**src/rtl/ir_pkg.sv**
```systemverilog
// NEC IR receiver shared types: FSM states, pulse-width windows in microseconds,
// and a window-compare helper.
package ir_pkg;

  localparam int COUNT_W = 14;

  typedef logic [COUNT_W-1:0] us_t;

  typedef enum logic [2:0] {
    S_IDLE,
    S_LEAD_MARK,
    S_LEAD_SPACE,
    S_BIT_MARK,
    S_BIT_SPACE,
    S_STOP_MARK,
    S_REP_MARK
  } ir_state_e;

  localparam us_t TIMEOUT_US    = 14'd12000;
  localparam us_t LEAD_MARK_MIN = 14'd8000;
  localparam us_t LEAD_MARK_MAX = 14'd10000;
  localparam us_t DATA_SPC_MIN  = 14'd4000;
  localparam us_t DATA_SPC_MAX  = 14'd5000;
  localparam us_t REP_SPC_MIN   = 14'd2000;
  localparam us_t REP_SPC_MAX   = 14'd2500;
  localparam us_t BIT_MARK_MIN  = 14'd400;
  localparam us_t BIT_MARK_MAX  = 14'd750;
  localparam us_t ZERO_SPC_MIN  = 14'd400;
  localparam us_t ZERO_SPC_MAX  = 14'd750;
  localparam us_t ONE_SPC_MIN   = 14'd1400;
  localparam us_t ONE_SPC_MAX   = 14'd1900;

  function automatic logic in_win(
    input us_t w,
    input us_t lo,
    input us_t hi
  );
    return (w >= lo) && (w <= hi);
  endfunction

endpackage

```
**src/rtl/ir_pulse_timer.sv**
```systemverilog
// Free-running microsecond prescaler feeding a saturating interval counter
// that restarts from zero on every line edge.
import ir_pkg::*;

module ir_pulse_timer #(
  parameter int CLKS_PER_TICK = 50
) (
  input  logic clk,
  input  logic reset_n,
  input  logic clr_i,
  output us_t  count_o
);

  localparam int PW = (CLKS_PER_TICK > 1) ? $clog2(CLKS_PER_TICK) : 1;
  localparam logic [PW-1:0] PMAX = PW'(CLKS_PER_TICK - 1);

  logic [PW-1:0] pre_q, pre_d;
  us_t           cnt_q, cnt_d;
  logic          tick;

  assign tick = (pre_q == PMAX);

  always_comb begin
    pre_d = tick ? '0 : pre_q + 1'b1;
    cnt_d = cnt_q;
    if (clr_i)
      cnt_d = '0;
    else if (tick && (cnt_q != '1))
      cnt_d = cnt_q + 1'b1;
  end

  always_ff @(posedge clk or negedge reset_n) begin
    if (!reset_n) begin
      pre_q <= '0;
      cnt_q <= '0;
    end else begin
      pre_q <= pre_d;
      cnt_q <= cnt_d;
    end
  end

  assign count_o = cnt_q;

endmodule

```
**src/rtl/nec_ir_receiver.sv**
```systemverilog
// NEC IR frame receiver: synchronizes the demodulated line, times marks and
// spaces, and emits address/command with valid, repeat and error strobes.
import ir_pkg::*;

module nec_ir_receiver #(
  parameter int CLKS_PER_TICK = 50
) (
  input  logic       clk,
  input  logic       reset_n,
  input  logic       ir_in,
  output logic [7:0] address,
  output logic [7:0] command,
  output logic       valid,
  output logic       repeat_evt,
  output logic       error
);

  logic       sync1_q, sync2_q, sync3_q;
  logic       fall, rise;
  us_t        width;

  ir_state_e  state_q, state_d;
  logic [4:0] bit_q, bit_d;
  logic [31:0] shift_q, shift_d;
  logic       have_q, have_d;
  logic [7:0] addr_q, addr_d;
  logic [7:0] cmd_q, cmd_d;
  logic       valid_q, valid_d;
  logic       rep_q, rep_d;
  logic       err_q, err_d;

  logic timeout, lead_ok, dspc_ok, rspc_ok;
  logic mark_ok, zero_ok, one_ok, chk_ok;

  assign fall = sync3_q & ~sync2_q;
  assign rise = ~sync3_q & sync2_q;

  ir_pulse_timer #(
    .CLKS_PER_TICK (CLKS_PER_TICK)
  ) u_timer (
    .clk     (clk),
    .reset_n (reset_n),
    .clr_i   (fall | rise),
    .count_o (width)
  );

  assign timeout = (state_q != S_IDLE) && (width >= TIMEOUT_US);
  assign lead_ok = in_win(width, LEAD_MARK_MIN, LEAD_MARK_MAX);
  assign dspc_ok = in_win(width, DATA_SPC_MIN, DATA_SPC_MAX);
  assign rspc_ok = in_win(width, REP_SPC_MIN, REP_SPC_MAX);
  assign mark_ok = in_win(width, BIT_MARK_MIN, BIT_MARK_MAX);
  assign zero_ok = in_win(width, ZERO_SPC_MIN, ZERO_SPC_MAX);
  assign one_ok  = in_win(width, ONE_SPC_MIN, ONE_SPC_MAX);
  // Byte1 (inverted address) is left unchecked so extended NEC passes.
  assign chk_ok  = (shift_q[23:16] ^ shift_q[31:24]) == 8'hFF;

  always_ff @(posedge clk or negedge reset_n) begin
    if (!reset_n) begin
      sync1_q <= 1'b1;
      sync2_q <= 1'b1;
      sync3_q <= 1'b1;
      state_q <= S_IDLE;
      bit_q   <= '0;
      shift_q <= '0;
      have_q  <= 1'b0;
      addr_q  <= '0;
      cmd_q   <= '0;
      valid_q <= 1'b0;
      rep_q   <= 1'b0;
      err_q   <= 1'b0;
    end else begin
      sync1_q <= ir_in;
      sync2_q <= sync1_q;
      sync3_q <= sync2_q;
      state_q <= state_d;
      bit_q   <= bit_d;
      shift_q <= shift_d;
      have_q  <= have_d;
      addr_q  <= addr_d;
      cmd_q   <= cmd_d;
      valid_q <= valid_d;
      rep_q   <= rep_d;
      err_q   <= err_d;
    end
  end

  always_comb begin
    state_d = state_q;
    bit_d   = bit_q;
    shift_d = shift_q;
    have_d  = have_q;
    if (timeout) begin
      state_d = S_IDLE;
    end else begin
      unique case (state_q)
        S_IDLE:
          if (fall) state_d = S_LEAD_MARK;
        S_LEAD_MARK:
          if (rise) state_d = lead_ok ? S_LEAD_SPACE : S_IDLE;
        S_LEAD_SPACE:
          if (fall) begin
            if (dspc_ok) begin
              state_d = S_BIT_MARK;
              bit_d   = '0;
            end else if (rspc_ok) begin
              state_d = S_REP_MARK;
            end else begin
              state_d = S_IDLE;
            end
          end
        S_BIT_MARK:
          if (rise) state_d = mark_ok ? S_BIT_SPACE : S_IDLE;
        S_BIT_SPACE:
          if (fall) begin
            if (zero_ok || one_ok) begin
              shift_d = {one_ok, shift_q[31:1]};
              bit_d   = bit_q + 5'd1;
              state_d = (bit_q == 5'd31) ? S_STOP_MARK : S_BIT_MARK;
            end else begin
              state_d = S_IDLE;
            end
          end
        S_STOP_MARK:
          if (rise) begin
            state_d = S_IDLE;
            if (mark_ok && chk_ok) have_d = 1'b1;
          end
        S_REP_MARK:
          if (rise) state_d = S_IDLE;
        default:
          state_d = S_IDLE;
      endcase
    end
  end

  always_comb begin
    valid_d = 1'b0;
    rep_d   = 1'b0;
    err_d   = 1'b0;
    addr_d  = addr_q;
    cmd_d   = cmd_q;
    if (timeout) begin
      err_d = 1'b1;
    end else begin
      unique case (state_q)
        S_LEAD_MARK:
          err_d = rise & ~lead_ok;
        S_LEAD_SPACE:
          err_d = fall & ~(dspc_ok | rspc_ok);
        S_BIT_MARK:
          err_d = rise & ~mark_ok;
        S_BIT_SPACE:
          err_d = fall & ~(zero_ok | one_ok);
        S_STOP_MARK:
          if (rise) begin
            if (mark_ok && chk_ok) begin
              valid_d = 1'b1;
              addr_d  = shift_q[7:0];
              cmd_d   = shift_q[23:16];
            end else begin
              err_d = 1'b1;
            end
          end
        S_REP_MARK: begin
          rep_d = rise & mark_ok & have_q;
          err_d = rise & ~mark_ok;
        end
        default: ;
      endcase
    end
  end

  assign address    = addr_q;
  assign command    = cmd_q;
  assign valid      = valid_q;
  assign repeat_evt = rep_q;
  assign error      = err_q;

endmodule

```
**config.mk**
```make
export PLATFORM = sky130hd
export DESIGN_NAME = nec_ir_receiver
export DESIGN_NICKNAME = d
export VERILOG_FILES = /design/src/rtl/ir_pkg.sv /design/src/rtl/ir_pulse_timer.sv /design/src/rtl/nec_ir_receiver.sv
export SDC_FILE = /design/constraint.sdc
export NUM_CORES = 1
export LEC_CHECK = 0
export CAP_MARGIN = 25
export CORE_MARGIN = 2
export CORE_UTILIZATION = 50
export DETAILED_ROUTE_END_ITERATION = 8
export PLACE_DENSITY_LB_ADDON = 0.15
export SLEW_MARGIN = 20
export SYNTH_ARGS = -nofsm -noshare
export SYNTH_HDL_FRONTEND = slang
export SYNTH_SLANG_ARGS = --single-unit
```
**constraint.sdc**
```tcl
create_clock -name clk -period 4.6 [get_ports clk]
set_input_delay 0.69 -clock clk [delete_from_list [all_inputs] [get_ports clk]]
set_output_delay 0.69 -clock clk [all_outputs]
set_load 0.02 [all_outputs]
```
Word level (Yosys, flattened, before mapping)
Index checks and enable logic that the tools add are counted.
- bits in registers: 83
- input bits: 3
- output and inout port bits: 19
- $add $sub $neg: 3
- $lt $le $gt $ge: 11
- equality and inequality tests: 20
- mux-type cells: 32
- bitwise logic cells: 19
- reductions and logical operators: 19
- operator list (operator ; count):
    3-bit two-way mux ; 12
    14-bit by 11-bit greater-or-equal comparator with 1-bit output (second input constant) ; 2
    14-bit two-way mux ; 2
    5-bit two-way mux ; 4
    3-bit one-hot mux with 6 select lines ; 1
    3-bit inequality test (second input constant) ; 5
    14-bit by 1-bit adder with 14-bit output (second input constant) ; 1
    14-bit by 12-bit greater-or-equal comparator with 1-bit output (second input constant) ; 1
    14-bit by 13-bit greater-or-equal comparator with 1-bit output (second input constant) ; 1
    14-bit greater-or-equal comparator (second input constant) ; 1
    14-bit by 9-bit greater-or-equal comparator with 1-bit output (second input constant) ; 1
    14-bit by 10-bit less-or-equal comparator with 1-bit output (second input constant) ; 1
    14-bit by 11-bit less-or-equal comparator with 1-bit output (second input constant) ; 1
    14-bit by 12-bit less-or-equal comparator with 1-bit output (second input constant) ; 1
    14-bit by 13-bit less-or-equal comparator with 1-bit output (second input constant) ; 1
    14-bit less-or-equal comparator (second input constant) ; 1
    14-bit inequality test (second input constant) ; 1
    6-bit AND reduction ; 2
    5-bit one-hot mux with 2 select lines ; 1
    3-bit equality test (second input constant) ; 3
    1-bit two-way mux ; 9
    1-bit bitwise AND ; 8
    8-bit equality test (second input constant) ; 1
    1-bit logical AND ; 8
    other kinds (20) ; 35

Logic depth before layout (Yosys ltp)
Gate-level depths: netlist (run 1).
- depth in word-level cells: 7
- depth in mapped cells: 8

Hierarchy
Synthesis (run 1) repeated with hierarchy kept, for this count alone.
- cells, all modules: 385
- area total of the unflattened synthesis: 4342.9 um^2
- by module, submodules not included (module ; times used ; cells each ; area an instance (um^2) ; sequential area each (um^2)):
    nec_ir_receiver ; 1 ; 269 ; 3221.8 ; 1580.3
    ir_pulse_timer ; 1 ; 116 ; 1121.1 ; 500.5

Least setup slack after synthesis (run 1)
No wires, ideal clock.
- kind: reg2reg
- from: register u_timer.cnt_q[13], in the netlist u_timer.count_o[13]
- to: register addr_q[0], in the netlist address[0]
- setup time: 0.125 ns
- data arrival time: 2.281 ns
- data required time: 4.475 ns
- setup slack: 2.194 ns
- cell stages (with the launch flop): 8
- buffers on the path: 2
- cell sequence: dfrtp_1 buf_6 or4_1 or4_4 nor2_2 nand3_4 buf_6 mux2_4
- cells in the longest elaborated chain, start to end: 4
- elaborated cells on any way between the ends: 8
- those cells by class: order compare (3); bitwise (1); reduce/logical (4)
- RTL lines (element ; line ; text):
    start: declaration ; ir_pulse_timer.sv:18 ; us_t cnt_q, cnt_d;
    start signal: assignment ; ir_pulse_timer.sv:38 ; cnt_q <= cnt_d;
    14-bit by 9-bit greater-or-equal comparator with 1-bit output (tied with other cells) ; ir_pkg.sv:38 ; return (w >= lo) && (w <= hi);
    1-bit logical AND, on equally long branches ; ir_pkg.sv:38, nec_ir_receiver.sv:47 ;
    1-bit logical AND or 1-bit NOT (tied branches) ; - ;
    4-bit AND reduction (no line) * ; - ;
    end signal: assignment ; nec_ir_receiver.sv:79 ; addr_q <= addr_d;
    end: declaration ; nec_ir_receiver.sv:26 ; logic [7:0] addr_q, addr_d;
Every way passes the cells marked *; elsewhere a longest branch is shown, timed or not.
A chain may end at the register's enable or synchronous reset.

Worst setup path in the final report (run 1)
- from: register u_timer.cnt_q[6], in the netlist u_timer.count_o[6]
- to: register shift_q[5]
- cells in the longest elaborated chain, start to end: 4
- elaborated cells on any way between the ends: 11
- those cells by class: order compare (5); bitwise (1); reduce/logical (5)
- RTL lines (element ; line ; text):
    14-bit by 9-bit greater-or-equal comparator with 1-bit output (tied with other cells) ; ir_pkg.sv:38 ;
    1-bit logical AND, on equally long branches ; ir_pkg.sv:38, nec_ir_receiver.sv:47 ;
    1-bit logical OR or 1-bit NOT (tied branches) ; - ;
    4-bit AND reduction (no line) * ; - ;
    end signal: assignment ; nec_ir_receiver.sv:77 ; shift_q <= shift_d;
    end: declaration ; nec_ir_receiver.sv:24 ; logic [31:0] shift_q, shift_d;
Marked as above.

==> results.sh, run 1 <==
export IMPL_outcome="finished, final reports clean"
export IMPL_layout_commonest_cell="dfrtp_1"
export IMPL_cts_root_buffer="clkbuf_8"
export IMPL_synth_cells=384
export IMPL_critPathMaxStageDelay_ns=0.79
export IMPL_p_leak_nw=2.22
export IMPL_drt_pass1_iterations=4
export IMPL_fin_skew_ns=0.00995
export IMPL_ant_nets=0
export IMPL_synth_seq_cells=83
export IMPL_ir_drop_v=0.000168
export IMPL_std_cell_rows=33
export IMPL_crit_type="reg -> reg"
export IMPL_path_buf_inv=0
export IMPL_synth_edf_count=0
export IMPL_drtIter0Drc=165
export IMPL_async_flop_share_pct=100
export IMPL_antenna_cells=0
export IMPL_postSynthAreaPerCell_um2=11.2
export IMPL_viasPerCell=5.79
export IMPL_hold_buffers=0
export IMPL_port_buffers=21
export IMPL_crit_required_ns=4.83
export IMPL_slew_headroom_pct=32.9
export IMPL_syn_area_mm2=0.00430
export IMPL_die_w_um=96.8
export IMPL_hold_viol_final=0
export IMPL_syn2layout_area_growth_pct=9.22
export IMPL_mostFrequentLayoutCells="80 x dfrtp_1, 39 x mux2_2, 21 x nand2_1"
export IMPL_core_area_mm2=0.00826
export IMPL_p_per_area_mw_per_mm2=271
export IMPL_finalCritPeriodShare_pct=61.4
export IMPL_path_cells="nand3_1 > nor4_1 > o2bb2ai_2 > nand2_4 > mux2_2"
export IMPL_intPower_uw=953
export IMPL_antenna_found_initial=0
export IMPL_dp_hpwl_um=5400
export IMPL_ys_types=58
export IMPL_grt_max_degree=84
export IMPL_drive_above_1_share_pct=19.3
export IMPL_cts_resized=0
export IMPL_fin_crit_ns=2.82
export IMPL_grt_pass1_vias=2889
export IMPL_post_cts_setup_buffers=0
export IMPL_htreeDepth=3
export IMPL_ys_seq_area_share_pct=48.4
export IMPL_grt_usage_pct=18.3
export IMPL_critPathCaptureType="flip-flop"
export IMPL_overflow=0
export IMPL_drv_cap=0
export IMPL_vias=2913
export IMPL_fillers=734
export IMPL_slew_violations=0
export IMPL_multi_input_area_mm2=0.00204
export IMPL_swShare_pct=25.2
export IMPL_rsz0062_at_grt="no"
export IMPL_cts_buffers_inserted=9
export IMPL_seqCellArea_mm2=0.00208
export IMPL_worst_slew_pin_slew_ns=1.00
export IMPL_setup_tns_final_ns=0
export IMPL_setup_viol=0
export IMPL_syn_num_nets=395
export IMPL_final_nets=404
export IMPL_yosysWarnings=0
export IMPL_cp_max_fo=33
export IMPL_cts_tree="yes"
export IMPL_p_clk_share_pct=38.5
export IMPL_gp_congestion=0.930
export IMPL_cp_top_family="simple AND/OR/NAND/NOR gates"
export IMPL_initial_core_util_pct=52.1
export IMPL_die_h_um=96.8
export IMPL_cp_slowest_cell="nor4_1"
export IMPL_startpoint_type="flip-flop"
export IMPL_clock_path_buffers=2
export IMPL_clk_pin_slew_worst_paths_ns=0.09
export IMPL_switchingPower_uw=321
export IMPL_cts_sinks=83
export IMPL_dieArea_mm2=0.00936
export IMPL_hold_ws_ns=0.361
export IMPL_wl_per_cell_um=15.9
export IMPL_synth_ff_type="dfrtp_1"
export IMPL_ios=22
export IMPL_grt_pass1_wl_um=14300
export IMPL_crit_arrival_ns=3.05
export IMPL_fmaxAchievable_ghz=0.354
export IMPL_insertion_delay_ns=0.35
export IMPL_holdCritPathClass="in -> async"
export IMPL_comb_power_share_pct=3.3
export IMPL_routed_wl_um=7990
export IMPL_drc=0
export IMPL_sequentialPowerShare_pct=58.1
## final timing paths
path | from | end | slack [ns] | cells past startpoint
max | u_timer.count_o[6]$_DFFE_PN0P_ | shift_q[5]$_DFFE_PN0P_ | 1.78 | 5
min reg2reg | sync1_q$_DFF_PN1_ | sync2_q$_DFF_PN1_ | 0.36 | 0
min | reset_n | bit_q[0]$_DFFE_PN0P_ | 0.36 | 1
min in group clk | sync1_q$_DFF_PN1_ | sync2_q$_DFF_PN1_ | 0.36 | 0
max in group asynchronous | reset_n | shift_q[8]$_DFFE_PN0P_ | 3.73 | 1
max reg2reg | u_timer.count_o[6]$_DFFE_PN0P_ | shift_q[5]$_DFFE_PN0P_ | 1.78 | 5
## Yosys cell counts (5+ instances only)
master    count  area, um^2
nor3_1        7        35.0
nand2_1      21        78.8
and2_1        9        56.3
mux2i_1      10         100
mux2_2       39         439
a31oi_1       6        37.5
nor4_1        7        43.8
o21ai_0      14        70.1
xnor2_1       5        43.8
nor2_1       14        52.6
ha_1          8         100
buf_6         5        56.3
mux2_4        9         135
dfrtp_1      80        2000
xor2_1       13         114
nand3_1      13        65.1
a21oi_1      10        50.1
clkbuf_1     14        52.6
nand4_1      12        75.1
nand2b_1      7        43.8
inv_1        13        48.8
## power groups by stage
| stage | registers (mW) | logic, mW | clock network (mW) |
|---|---|---|---|
| floorplan | 0.751 | 0.0262 | 0 |
| global placement | 0.755 | 0.0431 | 0 |
| detailed placement | 0.755 | 0.0441 | 0 |
| CTS | 0.741 | 0.0438 | 0.509 |
| global route | 0.742 | 0.0493 | 0.543 |
| finish | 0.741 | 0.0422 | 0.491 |
## layer usage
metal | track usage, % | part of all wire, %
met4 | 6.50 | 0.98
met3 | 3.18 | 3.8
met2 | 26.9 | 47
met5 | 0 | 0
met1 | 27.4 | 48
## area by class of cell
type	instances	area share, %
flip-flops and latches	83	44.3
clock buffers	9	2.64
repair buffers	21	4.50
well taps	105	2.80
inverters	13	1.04
multi-input cells	265	43.5
clock inverters	7	1.23
## per-stage QoR
stage	area, um^2	setup slack, ns	total power, mW	cells	utilization [%]
4_1_cts	4690	1.79	1.29	503	56.8
3_5_place_dp	4510	1.81	0.799	487	54.7
5_1_grt	4700	1.60	1.33	503	56.9
2_1_floorplan	4300	2.19	0.777	384	-
6_report	4700	1.78	1.27	503	56.9
3_3_place_gp	4510	1.85	0.798	487	54.6
## flip-flops by register name, indices dropped and copies added, names as in the netlist, 3 cells and up
register,flops
bit_q,5
address,8
shift_q,32
u_timer.pre_q,6
state_q,3
command,8
u_timer.count_o,14
## kinds of logic after synthesis
logic type                 after synthesis  share of synthesized area, %
AOI/OAI and AO/OA                       55                          8.64
buffers and inverters                   36                          4.13
muxes                                   58                          15.7
DFF                                     83                          48.4
adders and majority gates                8                          2.33
and+or+nand+nor                        126                          17.2
xor gates and xnor gates                18                          3.66
Note: power is estimated with default switching activity, not from simulation.
==> inputs of run 2 (changes only) <==
Clock period 4.6 ns to 2.55 ns, I/O delays scaled along.
==> run 2 against run 1 <==
- flip-flop and latch count is the same
- first-iteration DRC count grew 3.0%
- setup slack lost 1.7 ns
- routed wire length grew 5.7%
- hold slack is essentially flat
- die area is the same
- clock skew grew 0.0014 ns
- combinational power grew 91%
- critical path depth grew 1
==> results.sh, run 2 (same netlist as run 1, synthesis figures left out) <==
export IMPL_post_cts_setup_buffers=0
export IMPL_holdCritPathClass="reg -> reg"
export IMPL_layout_commonest_cell="dfrtp_1"
export IMPL_cts_tree="yes"
export IMPL_initial_core_util_pct=52.1
export IMPL_ios=22
export IMPL_std_cell_rows=33
export IMPL_insertion_delay_ns=0.35
export IMPL_grt_pass1_wl_um=14800
export IMPL_worst_slew_pin_slew_ns=0.615
export IMPL_setup_viol=0
export IMPL_fin_skew_ns=0.0113
export IMPL_final_nets=425
export IMPL_syn2layout_area_growth_pct=13.7
export IMPL_fmaxAchievable_ghz=0.406
export IMPL_drv_cap=0
export IMPL_drc=0
export IMPL_regMostFlops="shift_q"
export IMPL_largest_reg_flops=32
export IMPL_crit_type="reg -> reg"
export IMPL_stdcell_count=524
export IMPL_cts_buffers_inserted=9
export IMPL_viasPerCell=5.70
export IMPL_gp_congestion=0.881
export IMPL_vias=2987
export IMPL_htreeDepth=3
export IMPL_overflow=0
export IMPL_die_w_um=96.8
export IMPL_drive_above_1_share_pct=22.9
export IMPL_fin_total_pwr_mw=2.29
export IMPL_startpoint_type="flip-flop"
export IMPL_dp_hpwl_um=5920
export IMPL_die_h_um=96.8
export IMPL_critPathCaptureType="flip-flop"
export IMPL_clock_path_buffers=2
export IMPL_hold_viol_final=0
export IMPL_antenna_found_initial=0
export IMPL_ir_drop_v=0.000306
export IMPL_p_leak_nw=2.34
export IMPL_cts_sinks=83
export IMPL_slew_headroom_pct=58.6
export IMPL_grt_max_degree=61
export IMPL_clk_pin_slew_worst_paths_ns=0.09
export IMPL_routed_wl_um=8440
export IMPL_drtIter0Drc=170
export IMPL_slew_violations=0
export IMPL_wl_per_cell_um=16.1
export IMPL_outcome="finished, final reports clean"
export IMPL_ant_nets=0
export IMPL_dieArea_mm2=0.00936
export IMPL_cts_root_buffer="clkbuf_8"
export IMPL_fin_crit_ns=2.46
export IMPL_crit_arrival_ns=2.70
export IMPL_placed_cells=507
export IMPL_crit_required_ns=2.78
export IMPL_port_buffers=21
export IMPL_grt_pass1_vias=3028
export IMPL_finalCritPeriodShare_pct=96.7
export IMPL_p_per_area_mw_per_mm2=467
export IMPL_grt_usage_pct=19.1
export IMPL_rsz0062_at_grt="no"
export IMPL_cp_max_fo=20
export IMPL_core_area_mm2=0.00826
export IMPL_drt_pass1_iterations=4
export IMPL_antenna_cells=0
export IMPL_reg2reg_slack_ns=0.09
export IMPL_setup_tns_final_ns=0
export IMPL_mostFrequentLayoutCells="80 x dfrtp_1, 39 x mux2_2, 21 x nand2_1"
## run 2: cell count changes in the layout (fill, tap and decap cells not counted), sizes merged
cell / previous run / this run
clkinvlp: 2 / 3
dlygate4sd3: 0 / 1
clkbuf: 9 / 10
buf: 1 / 21
inv: 17 / 15
## run 2: critical path, cell delays in order, from the launching register on
cell,delay [ns]
dfrtp_1,0.43
or4_1,0.54
or4_4,0.53
o2bb2ai_2,0.21
nand2_4,0.14
buf_12,0.21
mux2_2,0.28
## run 2: where the power goes
| group | switching, mW | leakage [nW] | internal, mW |
|---|---|---|---|
| Combinational | 0.0512 | 1.13 | 0.0297 |
| Clock | 0.505 | 0.0795 | 0.363 |
| Sequential | 0.0135 | 1.13 | 1.32 |
## run 2: metal layers
layer	wire length (um)	vias to the layer above	GRT usage (%)	part of all wire, %
li1	-	1457	-	-
met1	4120	1472	27.0	49
met5	0	-	0	0
met3	231	8	2.82	2.7
met2	4020	50	30.3	48
met4	76	0	6.72	0.90
## run 2: through the flow
step	utilization (%)	instance area, um^2	setup WS, ns	hold WS [ns]
floorplan	-	4300	0.144	0.0869
global placement	56.9	4700	0.130	0.311
detailed placement	56.9	4700	0.0893	0.313
CTS	59.2	4890	0.0655	0.366
global route	59.2	4890	0.00141	0.366
finish	59.2	4890	0.0852	0.361
## run 2: layout make-up
| class | count | area, um^2 |
|---|---|---|
| inverter | 13 | 48.8 |
| fill | 728 | 3370 |
| clock buffer | 10 | 128 |
| timing repair buffer | 42 | 405 |
| tap | 105 | 131 |
| clock inverter | 6 | 48.8 |
| multi-input combinational | 265 | 2050 |
| sequential | 83 | 2080 |
## run 2: worst paths after layout
path,startpoint,end,cells after the start
max,u_timer.count_o[11]$_DFFE_PN0P_,shift_q[2]$_DFFE_PN0P_,6
min,sync1_q$_DFF_PN1_,sync2_q$_DFF_PN1_,0
max reg2reg,u_timer.count_o[11]$_DFFE_PN0P_,shift_q[2]$_DFFE_PN0P_,6
min reg2reg,sync1_q$_DFF_PN1_,sync2_q$_DFF_PN1_,0
max in group asynchronous,reset_n,sync1_q$_DFF_PN1_,3
min in group asynchronous,reset_n,bit_q[3]$_DFFE_PN0P_,2
## run 2: repair_timing
action                                  in CTS  in global routing
hold buffers                                 1                  0
hold endpoints to repair                    23                  0
endpoints found under the setup margin       0                 30
resized for setup                            0                  2
==> edit 1 (config.mk and constraints of run 1) <==
Make the reset (`reset_n`) synchronous in 2 clocked blocks.
--- a/src/rtl/ir_pulse_timer.sv
+++ b/src/rtl/ir_pulse_timer.sv
@@ -31,3 +31,3 @@
 
-  always_ff @(posedge clk or negedge reset_n) begin
+  always_ff @(posedge clk) begin
     if (!reset_n) begin
--- a/src/rtl/nec_ir_receiver.sv
+++ b/src/rtl/nec_ir_receiver.sv
@@ -56,3 +56,3 @@
 
-  always_ff @(posedge clk or negedge reset_n) begin
+  always_ff @(posedge clk) begin
     if (!reset_n) begin
Behaviour: differs if reset_n is asserted again (counterexample within 10 cycles, from zero or initial values and one cycle with reset_n low); with reset_n held inactive, the same outputs for 10 cycles.
==> edit 1 against run 1 <==
Sequential cell count is the same; area after synthesis down 7.7%; core utilization is 0.31 points higher; first-iteration DRC count fell by 6.7%; hold slack better by 0.061 ns; sequential power down 2%; global-route usage is 2.1 points higher; power up 4.4%; final area shrank 5.9%; non-clock buffer count is 3 higher; setup slack better by 0.029 ns; sequential share of layout area fell by 6.7 points; wire length is 2.5% higher; largest power group unchanged.
==> edit 1: results (changes against run 1) <==
top cells by count, synth - nor2_1, dfxtp_1, mux2i_1 (was dfrtp_1, mux2_2, nand2_1)
GPL Wtd Cong - 0.844 (was 0.930)
hold_ws - 0.422 ns (was 0.361 ns)
Synth area leaders - dfxtp_1, mux2i_1, nor2_1 (was dfrtp_1, mux2_2, mux2_4)
drt first pass iters - 5 (was 4)
FF-to-FF setup slack - 1.80 ns (was 1.78 ns)
worst vdd ir - 0.233 mV (was 0.168 mV)
Lkg Pwr - 1.91 nW (was 2.22 nW)
Area after DPL - 4200 sq um (was 4510 sq um)
compound-gate portion of the synthesized area - 11.9% (was 8.64%)
sequential share of the synthesized area - 41.9% (was 48.4%)
Vias - 3241 (was 2913)
share of layout cells above drive strength 1 - 5.56% (was 19.3%)
adder-cell share of the synthesized area - 2.52% (was 2.33%)
slowest stage cell, crit path - dfxtp_1 (was nor4_1)
Power Sequential - 0.728 mW (was 0.741 mW)
nets@finish - 474 (was 404)
Syn Inst Count - 457 (was 384)
Fmax - 358 MHz (was 354 MHz)
clock skew - 0.0153 ns (was 0.00995 ns)
Final HPWL DP - 5440 microns (was 5400 microns)
Fill cells - 688 (was 734)
mux cell area share after synthesis - 11.9% (was 15.7%)
Iter 0 DRT Violations - 154 (was 165)
largest net degree at the start of global routing - 39 (was 84)
CP arrival - 3.02 ns (was 3.05 ns)
outcome - finished clean (unchanged)
Synth async-reset ratio - 0% (was 100%)
pre-CTS setup slack - 1.69 ns (was 1.81 ns)
Total GRT Usage - 20.4% (was 18.3%)
Non-Filler Instances - 570 (was 503)
global-route wire length before repair - 14400 microns (was 14300 microns)
vias in the first global route - 3064 (was 2889)
total power - 1.33 mW (was 1.27 mW)
switching share of power - 24.8% (was 25.2%)
clock share of power - 42.7% (was 38.5%)
drt wl/cell - 14.4 microns (was 15.9 microns)
-- edit 1: changes by cell type after synthesis, sizes merged, moves of 8 or more --
| cell | change |
|---|---|
| and2 | -8 |
| dfrtp | -80 |
| dfxtp | +83 |
| mux2 | -48 |
| mux2i | +37 |
| nor2 | +72 |
| nor3 | +9 |
-- edit 1: layer usage --
metal | GRT usage, % | vias to the layer above | share of wire, %
met3 | 5.16 | 10 | 7.0
met5 | 0 | - | 0
met4 | 7.23 | 0 | 1.1
met1 | 28.1 | 1486 | 47
li1 | - | 1625 | -
met2 | 31.2 | 120 | 45
-- edit 1: layout make-up --
class	instances	area (sq um)	share of cell area, %
Clock inverter	7	92.6	2.09
Inverter	16	60.1	1.36
Timing Repair Buffer	24	233	5.26
Sequential cell	83	1660	37.6
Tap cell	102	128	2.89
Clock buffer	9	124	2.80
Multi-Input combinational cell	329	2120	48.0
==> edit 2 (settings of run 1) <==
Made on the original files. `CLKS_PER_TICK` is set to 50 in 2 places; all go to 100.
--- a/src/rtl/ir_pulse_timer.sv
+++ b/src/rtl/ir_pulse_timer.sv
@@ -5,3 +5,3 @@
 module ir_pulse_timer #(
-  parameter int CLKS_PER_TICK = 50
+  parameter int CLKS_PER_TICK = 100
 ) (
--- a/src/rtl/nec_ir_receiver.sv
+++ b/src/rtl/nec_ir_receiver.sv
@@ -5,3 +5,3 @@
 module nec_ir_receiver #(
-  parameter int CLKS_PER_TICK = 50
+  parameter int CLKS_PER_TICK = 100
 ) (
Check against the original RTL: same outputs for any inputs over 10 cycles, from zero or initial values and one cycle with reset_n low; that may be too few to reach the edited logic, so the function may still have changed.
==> edit 2 against run 1 <==
Core utilization is 0.38 points higher; power increased by 14%; count of clock-buffer cells in the layout unchanged; synthesized cell count is the same; first-iteration DRC count is 3.0% lower; sequential cell count up 1; wire length fell by 3.1%; final area grew 0.67%; area after synthesis shrank 0.73%; setup slack improved by 0.037 ns; sequential share of layout area rose by 0.24 points; critical path type unchanged; largest cell class unchanged.
==> edit 2: results (changes against run 1) <==
outcome - finished clean (unchanged)
top cells by count, synth - dfrtp_1, mux2_2, nand3_1, nor2_1, xnor2_1 (was dfrtp_1, mux2_2, nand2_1)
clock skew - 0.0183 ns (was 0.00995 ns)
drt wl/cell - 15.3 microns (was 15.9 microns)
Final HPWL DP - 5060 microns (was 5400 microns)
max-slew violations - 0 (unchanged)
Synth area leaders - dfrtp_1, mux2_2, xnor2_1 (was dfrtp_1, mux2_2, mux2_4)
largest net degree at the start of global routing - 85 (was 84)
CP arrival - 3.03 ns (was 3.05 ns)
GPL Wtd Cong - 0.895 (was 0.930)
drt first pass iters - 5 (was 4)
share of layout cells above drive strength 1 - 20.5% (was 19.3%)
CP Max Fanout - 18 (was 33)
latest clock arrival within the worst-skew pair - 0.36 ns
syn_nets - 394 (was 395)
pre-CTS setup slack - 1.77 ns (was 1.81 ns)
most used flip-flop cell after synthesis - dfrtp_1 (unchanged)
global-route wire length before repair - 13500 microns (was 14300 microns)
maximum root-to-sink buffer count - 2 (unchanged)
vias in the first global route - 2774 (was 2889)
Lkg Pwr - 2.09 nW (was 2.22 nW)
Fill cells - 729 (was 734)
vias per cell - 5.87 (was 5.79)
Unique masters post-synth - 65 (was 58)
worst hold-check path type - reg2reg (was in2async)
Iter 0 DRT Violations - 160 (was 165)
Total GRT Usage - 18.7% (was 18.3%)
CTS Buf Count - 9 (unchanged)
Worst-Margin Slew - 0.831 ns (was 1.00 ns)
nets@finish - 405 (was 404)
worst vdd ir - 0.153 mV (was 0.168 mV)
-- edit 2: path summary, 6_finish.rpt --
check,end,slack (ns),from
max,address[5]$_DFFE_PN0P_,1.81,u_timer.count_o[6]$_DFFE_PN0P_
min,sync2_q$_DFF_PN1_,0.36,sync1_q$_DFF_PN1_
max reg2reg,address[5]$_DFFE_PN0P_,1.81,u_timer.count_o[6]$_DFFE_PN0P_
min reg2reg,sync2_q$_DFF_PN1_,0.36,sync1_q$_DFF_PN1_
max in group asynchronous,shift_q[8]$_DFFE_PN0P_,3.73,reset_n
min in group asynchronous,u_timer.count_o[9]$_DFFE_PN0P_,0.37,reset_n
-- edit 2: cell type report --
cell class / count / share of cell area [%]
clock buffer: 9 / 2.62
multi-input combinational: 265 / 42.1
sequential: 84 / 44.5
tap: 105 / 2.78
timing repair buffer: 23 / 4.79
clock inverter: 7 / 2.22
inverter: 12 / 0.952
-- edit 2: power by group --
part	total (mW)	switching (mW)	internal, mW
combinational	0.0794	0.0496	0.0299
clock	0.603	0.288	0.314
sequential	0.766	0.0204	0.745
-- edit 2: cell families (layout without fill, tap and decap cells) --
logic type      after synthesis  count (layout)  synth area share (%)
compound gates               65              65                  11.1
xor+xnor                     24              24                  4.92
fa+ha+maj                     7               7                  2.05
buf+inv                      35              51                  4.04
flops                        84              84                  49.3
mux                          49              49                  12.9
simple gates                120             120                  15.6
-- edit 2: critical path, stage by stage, from the launching register on --
cell,delay [ns]
dfrtp_1,0.62
nor3_1,0.11
or3_1,0.42
a211o_2,0.41
nor3_4,0.72
mux2_2,0.41
-- edit 2: metrics by stage --
step	hold WS, ns	cell area [sq um]	std cells
finish	0.361	4730	505
global route	0.368	4730	505
CTS	0.362	4730	505
detailed placement	0.350	4500	489
global placement	0.349	4500	489
floorplan	0.345	4270	384
-- edit 2: metal layers --
metal | wire length [microns] | up-vias | GRT usage, %
li1 | - | 1409 | -
met1 | 3600 | 1462 | 26.3
met2 | 3680 | 83 | 28.4
met3 | 346 | 11 | 3.65
met4 | 117 | 0 | 8.10
met5 | 0 | - | 0
